<file path="src/rtl/fp_acc_pkg.sv">
// ---------------------------------------------------------------------------
// fp_acc_pkg
// Shared definitions for the FP32 accumulator slice:
//   - state_e        : accumulator FSM states (IDLE, ACC, DONE)
//   - EXP_W / MAN_W  : FP32 exponent and stored-mantissa widths
//   - EXP_BIAS       : FP32 exponent bias
//   - FP_ZERO        : canonical positive zero
//   - FP_SAT_MAG     : magnitude used when a sum overflows (max finite value)
//   - lzc24()        : leading-zero count of a 24-bit mantissa
// ---------------------------------------------------------------------------
package fp_acc_pkg;

  typedef enum logic [1:0] {
    IDLE = 2'd0,
    ACC  = 2'd1,
    DONE = 2'd2
  } state_e;

  localparam int EXP_W    = 8;
  localparam int MAN_W    = 23;
  localparam int EXP_BIAS = 127;

  localparam logic [31:0] FP_ZERO = 32'h0000_0000;

  // Largest finite magnitude: exponent FE, mantissa all ones. There is no
  // infinity in this datapath, so overflow clamps here.
  localparam logic [30:0] FP_SAT_MAG = {8'hFE, 23'h7F_FFFF};

  // Number of zeros above the most significant set bit. Returns 24 for an
  // all-zero input; callers treat that case separately.
  function automatic logic [4:0] lzc24(input logic [23:0] v);
    logic [4:0] n;
    logic       found;
    n     = 5'd0;
    found = 1'b0;
    for (int i = 23; i >= 0; i--) begin
      if (!found) begin
        if (v[i]) found = 1'b1;
        else      n = n + 5'd1;
      end
    end
    return n;
  endfunction

endpackage

</file>
<file path="src/rtl/fp32_adder.sv">
// ---------------------------------------------------------------------------
// fp32_adder
// Purely combinational FP32 adder using the datapath's reduced arithmetic:
// truncation only, no rounding, no infinity/NaN/denormal handling.
//   - An operand with exponent field 0 is zero; the other passes through.
//   - The smaller magnitude is right-shifted by the exponent difference and
//     the shifted-out bits are dropped (difference >= 25 contributes nothing).
//   - Result sign follows the larger magnitude.
//   - Exact cancellation and exponent underflow give +0; exponent overflow
//     clamps to {sign, FE, 7FFFFF}.
// Ports:
//   i_a, i_b : FP32 operands
//   o_sum    : FP32 result
// ---------------------------------------------------------------------------
module fp32_adder
  import fp_acc_pkg::*;
(
  input  logic [31:0] i_a,
  input  logic [31:0] i_b,
  output logic [31:0] o_sum
);

  logic        w_a_zero;
  logic        w_b_zero;
  logic        w_a_big;
  logic [31:0] w_big;
  logic [31:0] w_small;
  logic        w_sign;
  logic        w_sub;
  logic [7:0]  w_e_big;
  logic [7:0]  w_e_small;
  logic [7:0]  w_diff;
  logic [23:0] w_m_big;
  logic [23:0] w_m_shift;
  logic [24:0] w_raw;
  logic [4:0]  w_lz;
  logic [22:0] w_norm;
  logic [9:0]  w_exp;
  logic [22:0] w_man;

  always_comb begin
    w_a_zero = (i_a[MAN_W+EXP_W-1:MAN_W] == 8'd0);
    w_b_zero = (i_b[MAN_W+EXP_W-1:MAN_W] == 8'd0);

    // Comparing {exponent, mantissa} as one unsigned field orders magnitudes.
    w_a_big  = (i_a[30:0] >= i_b[30:0]);
    w_big    = w_a_big ? i_a : i_b;
    w_small  = w_a_big ? i_b : i_a;
    w_sign   = w_big[31];
    w_sub    = w_big[31] ^ w_small[31];

    w_e_big   = w_big[30:23];
    w_e_small = w_small[30:23];
    w_diff    = w_e_big - w_e_small;

    w_m_big   = {1'b1, w_big[MAN_W-1:0]};
    w_m_shift = (w_diff >= 8'd25) ? 24'd0 : ({1'b1, w_small[MAN_W-1:0]} >> w_diff);

    // Bit 24 is the carry-out of an effective addition. For subtraction the
    // larger magnitude is always the minuend, so no borrow is possible.
    if (w_sub) w_raw = {1'b0, w_m_big} - {1'b0, w_m_shift};
    else       w_raw = {1'b0, w_m_big} + {1'b0, w_m_shift};

    w_lz   = lzc24(w_raw[23:0]);
    // Only the bits below the hidden 1 survive after the left shift.
    w_norm = w_raw[22:0] << w_lz;

    // Exponent is carried at 10 bits so underflow shows up as bit 9.
    if (w_raw[24]) begin
      w_exp = {2'b00, w_e_big} + 10'd1;
      w_man = w_raw[23:1];
    end else begin
      w_exp = {2'b00, w_e_big} - {5'd0, w_lz};
      w_man = w_norm;
    end

    if (w_a_zero) begin
      o_sum = i_b;
    end else if (w_b_zero) begin
      o_sum = i_a;
    end else if (w_raw == 25'd0) begin
      o_sum = FP_ZERO;
    end else if (w_exp[9] || (w_exp == 10'd0)) begin
      o_sum = FP_ZERO;
    end else if (w_exp >= 10'd255) begin
      o_sum = {w_sign, FP_SAT_MAG};
    end else begin
      o_sum = {w_sign, w_exp[7:0], w_man};
    end
  end

endmodule

</file>
<file path="src/rtl/fp32_accumulator.sv">
// ---------------------------------------------------------------------------
// fp32_accumulator
// Sums a job of i_len FP32 products into one FP32 result (one dot product).
// Optional feature macro: FP_ACC_RELU_EN -- when defined, a negative result
// is replaced by +0 as it is written to o_out_data (fused ReLU).
//
// Handshakes (both ports): a beat transfers on a rising edge where valid and
// ready are both high. A producer holding valid keeps its data stable until
// the transfer; ready may be asserted independently of valid.
//
// Ports:
//   i_clk       : clock, all state on rising edge
//   i_rst       : synchronous active-high reset
//   i_start     : job start pulse, sampled only in IDLE
//   i_len       : term count, captured with an accepted start
//   i_in_valid  : i_in_data holds a product
//   o_in_ready  : a term is accepted this cycle (high only in ACC)
//   i_in_data   : FP32 product
//   o_out_valid : o_out_data holds the finished sum (high only in DONE)
//   i_out_ready : downstream takes the result
//   o_out_data  : registered FP32 sum
//   o_busy      : high in every state except IDLE
//   o_state     : current FSM state, for observation
// ---------------------------------------------------------------------------
module fp32_accumulator
  import fp_acc_pkg::*;
#(
  parameter int LEN_W = 16
) (
  input  logic             i_clk,
  input  logic             i_rst,
  input  logic             i_start,
  input  logic [LEN_W-1:0] i_len,
  input  logic             i_in_valid,
  output logic             o_in_ready,
  input  logic [31:0]      i_in_data,
  output logic             o_out_valid,
  input  logic             i_out_ready,
  output logic [31:0]      o_out_data,
  output logic             o_busy,
  output logic [1:0]       o_state
);

  localparam logic [LEN_W-1:0] CNT_ONE = {{(LEN_W-1){1'b0}}, 1'b1};

  state_e           r_state;
  state_e           w_state_next;
  logic [31:0]      r_acc;
  logic [LEN_W-1:0] r_cnt;
  logic [31:0]      r_out_data;

  logic             w_accept;
  logic             w_last;
  logic [31:0]      w_sum;
  logic [31:0]      w_result;

  fp32_adder u_adder (
    .i_a   (r_acc),
    .i_b   (i_in_data),
    .o_sum (w_sum)
  );

  assign w_accept = (r_state == ACC) && i_in_valid;
  assign w_last   = w_accept && (r_cnt == CNT_ONE);

`ifdef FP_ACC_RELU_EN
  assign w_result = w_sum[31] ? FP_ZERO : w_sum;
`else
  assign w_result = w_sum;
`endif

  always_comb begin
    w_state_next = r_state;
    case (r_state)
      IDLE: begin
        if (i_start) begin
          w_state_next = (i_len == '0) ? DONE : ACC;
        end
      end
      ACC: begin
        if (w_last) w_state_next = DONE;
      end
      DONE: begin
        if (i_out_ready) w_state_next = IDLE;
      end
      default: w_state_next = IDLE;
    endcase
  end

  always_ff @(posedge i_clk) begin
    if (i_rst) begin
      r_state    <= IDLE;
      r_acc      <= FP_ZERO;
      r_cnt      <= '0;
      r_out_data <= FP_ZERO;
    end else begin
      r_state <= w_state_next;
      case (r_state)
        IDLE: begin
          if (i_start) begin
            r_acc <= FP_ZERO;
            r_cnt <= i_len;
            // An empty job finishes immediately with a zero sum.
            if (i_len == '0) r_out_data <= FP_ZERO;
          end
        end
        ACC: begin
          if (w_accept) begin
            r_acc <= w_sum;
            r_cnt <= r_cnt - CNT_ONE;
            // Capture the final sum straight from the adder so the result is
            // valid the cycle after the last term.
            if (w_last) r_out_data <= w_result;
          end
        end
        default: begin
        end
      endcase
    end
  end

  assign o_in_ready  = (r_state == ACC);
  assign o_out_valid = (r_state == DONE);
  assign o_busy      = (r_state != IDLE);
  assign o_out_data  = r_out_data;
  assign o_state     = r_state;

endmodule

</file>
<file path="config.mk">
export PLATFORM = sky130hd
export DESIGN_NAME = fp32_accumulator
export DESIGN_NICKNAME = d
export VERILOG_FILES = /design/src/rtl/fp_acc_pkg.sv /design/src/rtl/fp32_adder.sv /design/src/rtl/fp32_accumulator.sv
export SDC_FILE = /design/constraint.sdc
export NUM_CORES = 1
export LEC_CHECK = 0
export ABC_AREA = 1
export ABC_CLOCK_PERIOD_IN_PS = 22600
export CAP_MARGIN = 20
export CORE_MARGIN = 3
export CORE_UTILIZATION = 60
export DETAILED_ROUTE_END_ITERATION = 16
export PLACE_DENSITY = 0.78
export RECOVER_POWER = 50
export SYNTH_ARGS = -nofsm -noshare
export SYNTH_HDL_FRONTEND = slang
export SYNTH_SLANG_ARGS = --single-unit
</file>
<file path="constraint.sdc">
create_clock -name i_clk -period 22.6 [get_ports i_clk]
set_clock_uncertainty 0.15 [all_clocks]
set_input_delay 3.39 -clock i_clk [delete_from_list [all_inputs] [get_ports i_clk]]
set_output_delay 3.39 -clock i_clk [all_outputs]
set_load 0.03 [all_outputs]
</file>
==> flow_summary.toml <==
[setup_path]
r2r_end = "r_acc[2]"
crit_fanout = 6
critPathKind = "in2reg"
crit_cells = 152
worst_r2r_path_depth = 150
reg2reg_from = "r_acc[2]"
start_kind = "input port"
endpoint_kind = "flop"
r2r_slack_ps = 3580
cp.arrival_ps = 22130
slowest_stage = "clkdlybuf4s50_1"
crit_buf_inv = 16
cp_top_family = "simple AND/OR/NAND/NOR gates"
slowest_delay_ps = 420
crit_path_frequent_cell = "nand2_1"
required_ps = 22630

[global_routing]
grt_pass1_wl_mm = 75.8
grt_pass1_vias = 15300
grt_max_degree = 91
grtUsageTotal_pct = 37.4
antenna_found_initial = 0
gr-total-overflow = 0

[synthesis]
ys_ff_latch = 82
ys_warn_count = 0
syn_area_mm2 = 0.0136
ys.flop_type = "dfxtp_1"
yosys-top-cells-area = "nand2_1 (20%), dfxtp_1 (12%), nand3_1 (10%)"
synth_cell_type_count = 61
synth_edf_count = 0
synth_cells = 2463
synthArstFlopShare_pct = 0
synth_common_cells = "nand2_1 (728), inv_1 (281), nand3_1 (276)"
synth_nets = 2604
avgSynthCellArea_um2 = 5.52
synth_top_area_share_pct = 20.1
yosysMostFrequentCell = "nand2_1"
yosysTopAreaCell = "nand2_1"
ys_seq_area_share_pct = 12.1

[worst_hold_path]
hold_start = "r_cnt[2]"
whs_path_depth = 2
hold_class = "reg2reg"
whs_endpoint = "r_cnt[2]"

[clock_network]
clkTransAtPathRegs_ps = 70
clock-sinks = 82
clk_latency_ps = 350
cts_htree_levels = 3
cts_hold_buffers = 0
root_buffer = "clkbuf_16"
tritoncts = "yes"
clock_path_buffers = 2
cts_buffers = 9

[drt]
vias = 17300
drc = 0
drt-total-wl_mm = 50.5
antenna_left = 0
first_pass_iters = 8
wl_per_cell_um = 17.8
vias_per_cell = 6.09
drt_iter0_markers = 2313

[final_layout]
drive_gt1_share_pct = 16.1
syn2layout_area_growth_pct = 20.1
fillers = 1877
stdcell_area_mm2 = 0.0163
utilization_pct = 74.1
finalNetCount = 2698

[sta]
setup_viol = 0
period_needed_ps = 22100
min_period_over_period_pct = 97.8
tightest_slew_ps = 1980
hold_viol = 0
setup_ws_ps = 502
clock.fmax_mhz = 45.3
maxSlewHeadroom_pct = -32.1
slew_violations = 52

[placement]
gp_congestion = 0.992
dp_slack_ps = -801
post-dp-hpwl_mm = 37.2
placed_cell_area_mm2 = 0.0148
portBuffers = 89

[floorplanning]
die_area_mm2 = 0.0245
die_width_um = 156
coreArea_mm2 = 0.0220
rows = 54
start_util_pct = 61.7
ioPinCount = 90
die_y_um = 156

[flow_run]
maxCapViolCount = 1

[run_status]
status = "finished, violations left"
violations = "max-capacitance violations, max-slew violations"
kinds of logic after synthesis:
logic type	share of synthesized area, %
xor gates and xnor gates	4.16
AOI/OAI and AO/OA	18.8
and+or+nand+nor	44.1
DFF	12.1
adders and majority gates	8.21
buffers and inverters	12.6
metrics by stage:
stage	TNS, ps	hold WS, ps	cells
floorplan	0	299	2463
global placement	-8700	316	2783
detailed placement	-42390	332	2783
CTS	0	342	2801
global route	-31080	375	2840
finish	0	346	2841
final cells by class:
type                       instances  area [um^2]  share of cell area (%)
sequential                        82         1640                    10.1
antenna                            1         2.50                  0.0153
multi-input combinational       1953        11100                    68.0
clock inverter                     5         57.6                   0.353
timing repair inverter             3         20.0                   0.123
clock buffer                       9          225                    1.38
inverter                         328         1240                    7.58
tap                              280          350                    2.15
timing repair buffer             180         1690                    10.3
worst min-delay path: stages, from the launching register on:
cell     delay [ps]
dfxtp_1         330
nand2_1          70
a21oi_1          50
how the worst max path moves through the flow:
| stage | startpoint | to | slack, ps |
|---|---|---|---|
| 4_1_cts | i_in_data[28] | r_acc[2] | 7 |
| 3_5_place_dp | i_in_data[30] | r_acc[6] | -800 |
| 2_1_floorplan | i_in_data[26] | r_acc[31] | 1880 |
| 6_report | i_in_data[15] | r_acc[2] | 500 |
| 5_1_grt | i_in_data[26] | r_acc[2] | -690 |
| 3_3_place_gp | i_in_data[30] | o_out_data[6] | -260 |
what timing repair did:
item / CTS / global route
pin swaps: 2 / 79
resized for setup: 24 / 188
setup endpoints to repair: 64 / 64
gates cloned: 2 / 4
buffers inserted: 2 / 35
cells in the final DEF (no fill, tap or decap), types with 6 or more instances in the layout:
| cell | instances |
|---|---|
| dlymetal6s2s_1 | 13 |
| nor2_2 | 21 |
| ha_1 | 56 |
| xor2_1 | 48 |
| inv_1 | 257 |
| nand2_2 | 71 |
| a21oi_2 | 12 |
| clkinv_1 | 8 |
| nor2_1 | 122 |
| nand4_1 | 44 |
| clkbuf_16 | 11 |
| o21ai_0 | 187 |
| dfxtp_1 | 82 |
| dlygate4sd3_1 | 39 |
| nor2_4 | 16 |
| inv_2 | 61 |
| or2_1 | 11 |
| a21oi_1 | 206 |
| ha_4 | 29 |
| nand2_1 | 673 |
| nand2_4 | 8 |
| nand3_1 | 257 |
| nor3_1 | 8 |
| nand3_2 | 37 |
| o21ai_1 | 30 |
| nor4_1 | 13 |
| o21ai_2 | 7 |
| clkdlybuf4s50_1 | 37 |
| buf_4 | 82 |
| o211ai_1 | 11 |
| nand3b_1 | 12 |
| o221ai_1 | 6 |
flip-flops by register name, indices dropped and copies added, names as in the netlist:
signal      count
o_state         2
r_acc          32
r_cnt          16
o_out_data     32
layer usage:
| layer | vias to the layer above | wire length [um] | global-route usage, % |
|---|---|---|---|
| met5 | - | 66 | 1.98 |
| met4 | 2 | 2500 | 13.1 |
| met3 | 233 | 5210 | 7.00 |
| met2 | 1042 | 23500 | 64.5 |
| met1 | 7744 | 19200 | 46.6 |
| li1 | 8289 | - | - |
Power is not shown: default switching activity piles up to over one toggle a cycle in this logic, so the estimate is an artifact.
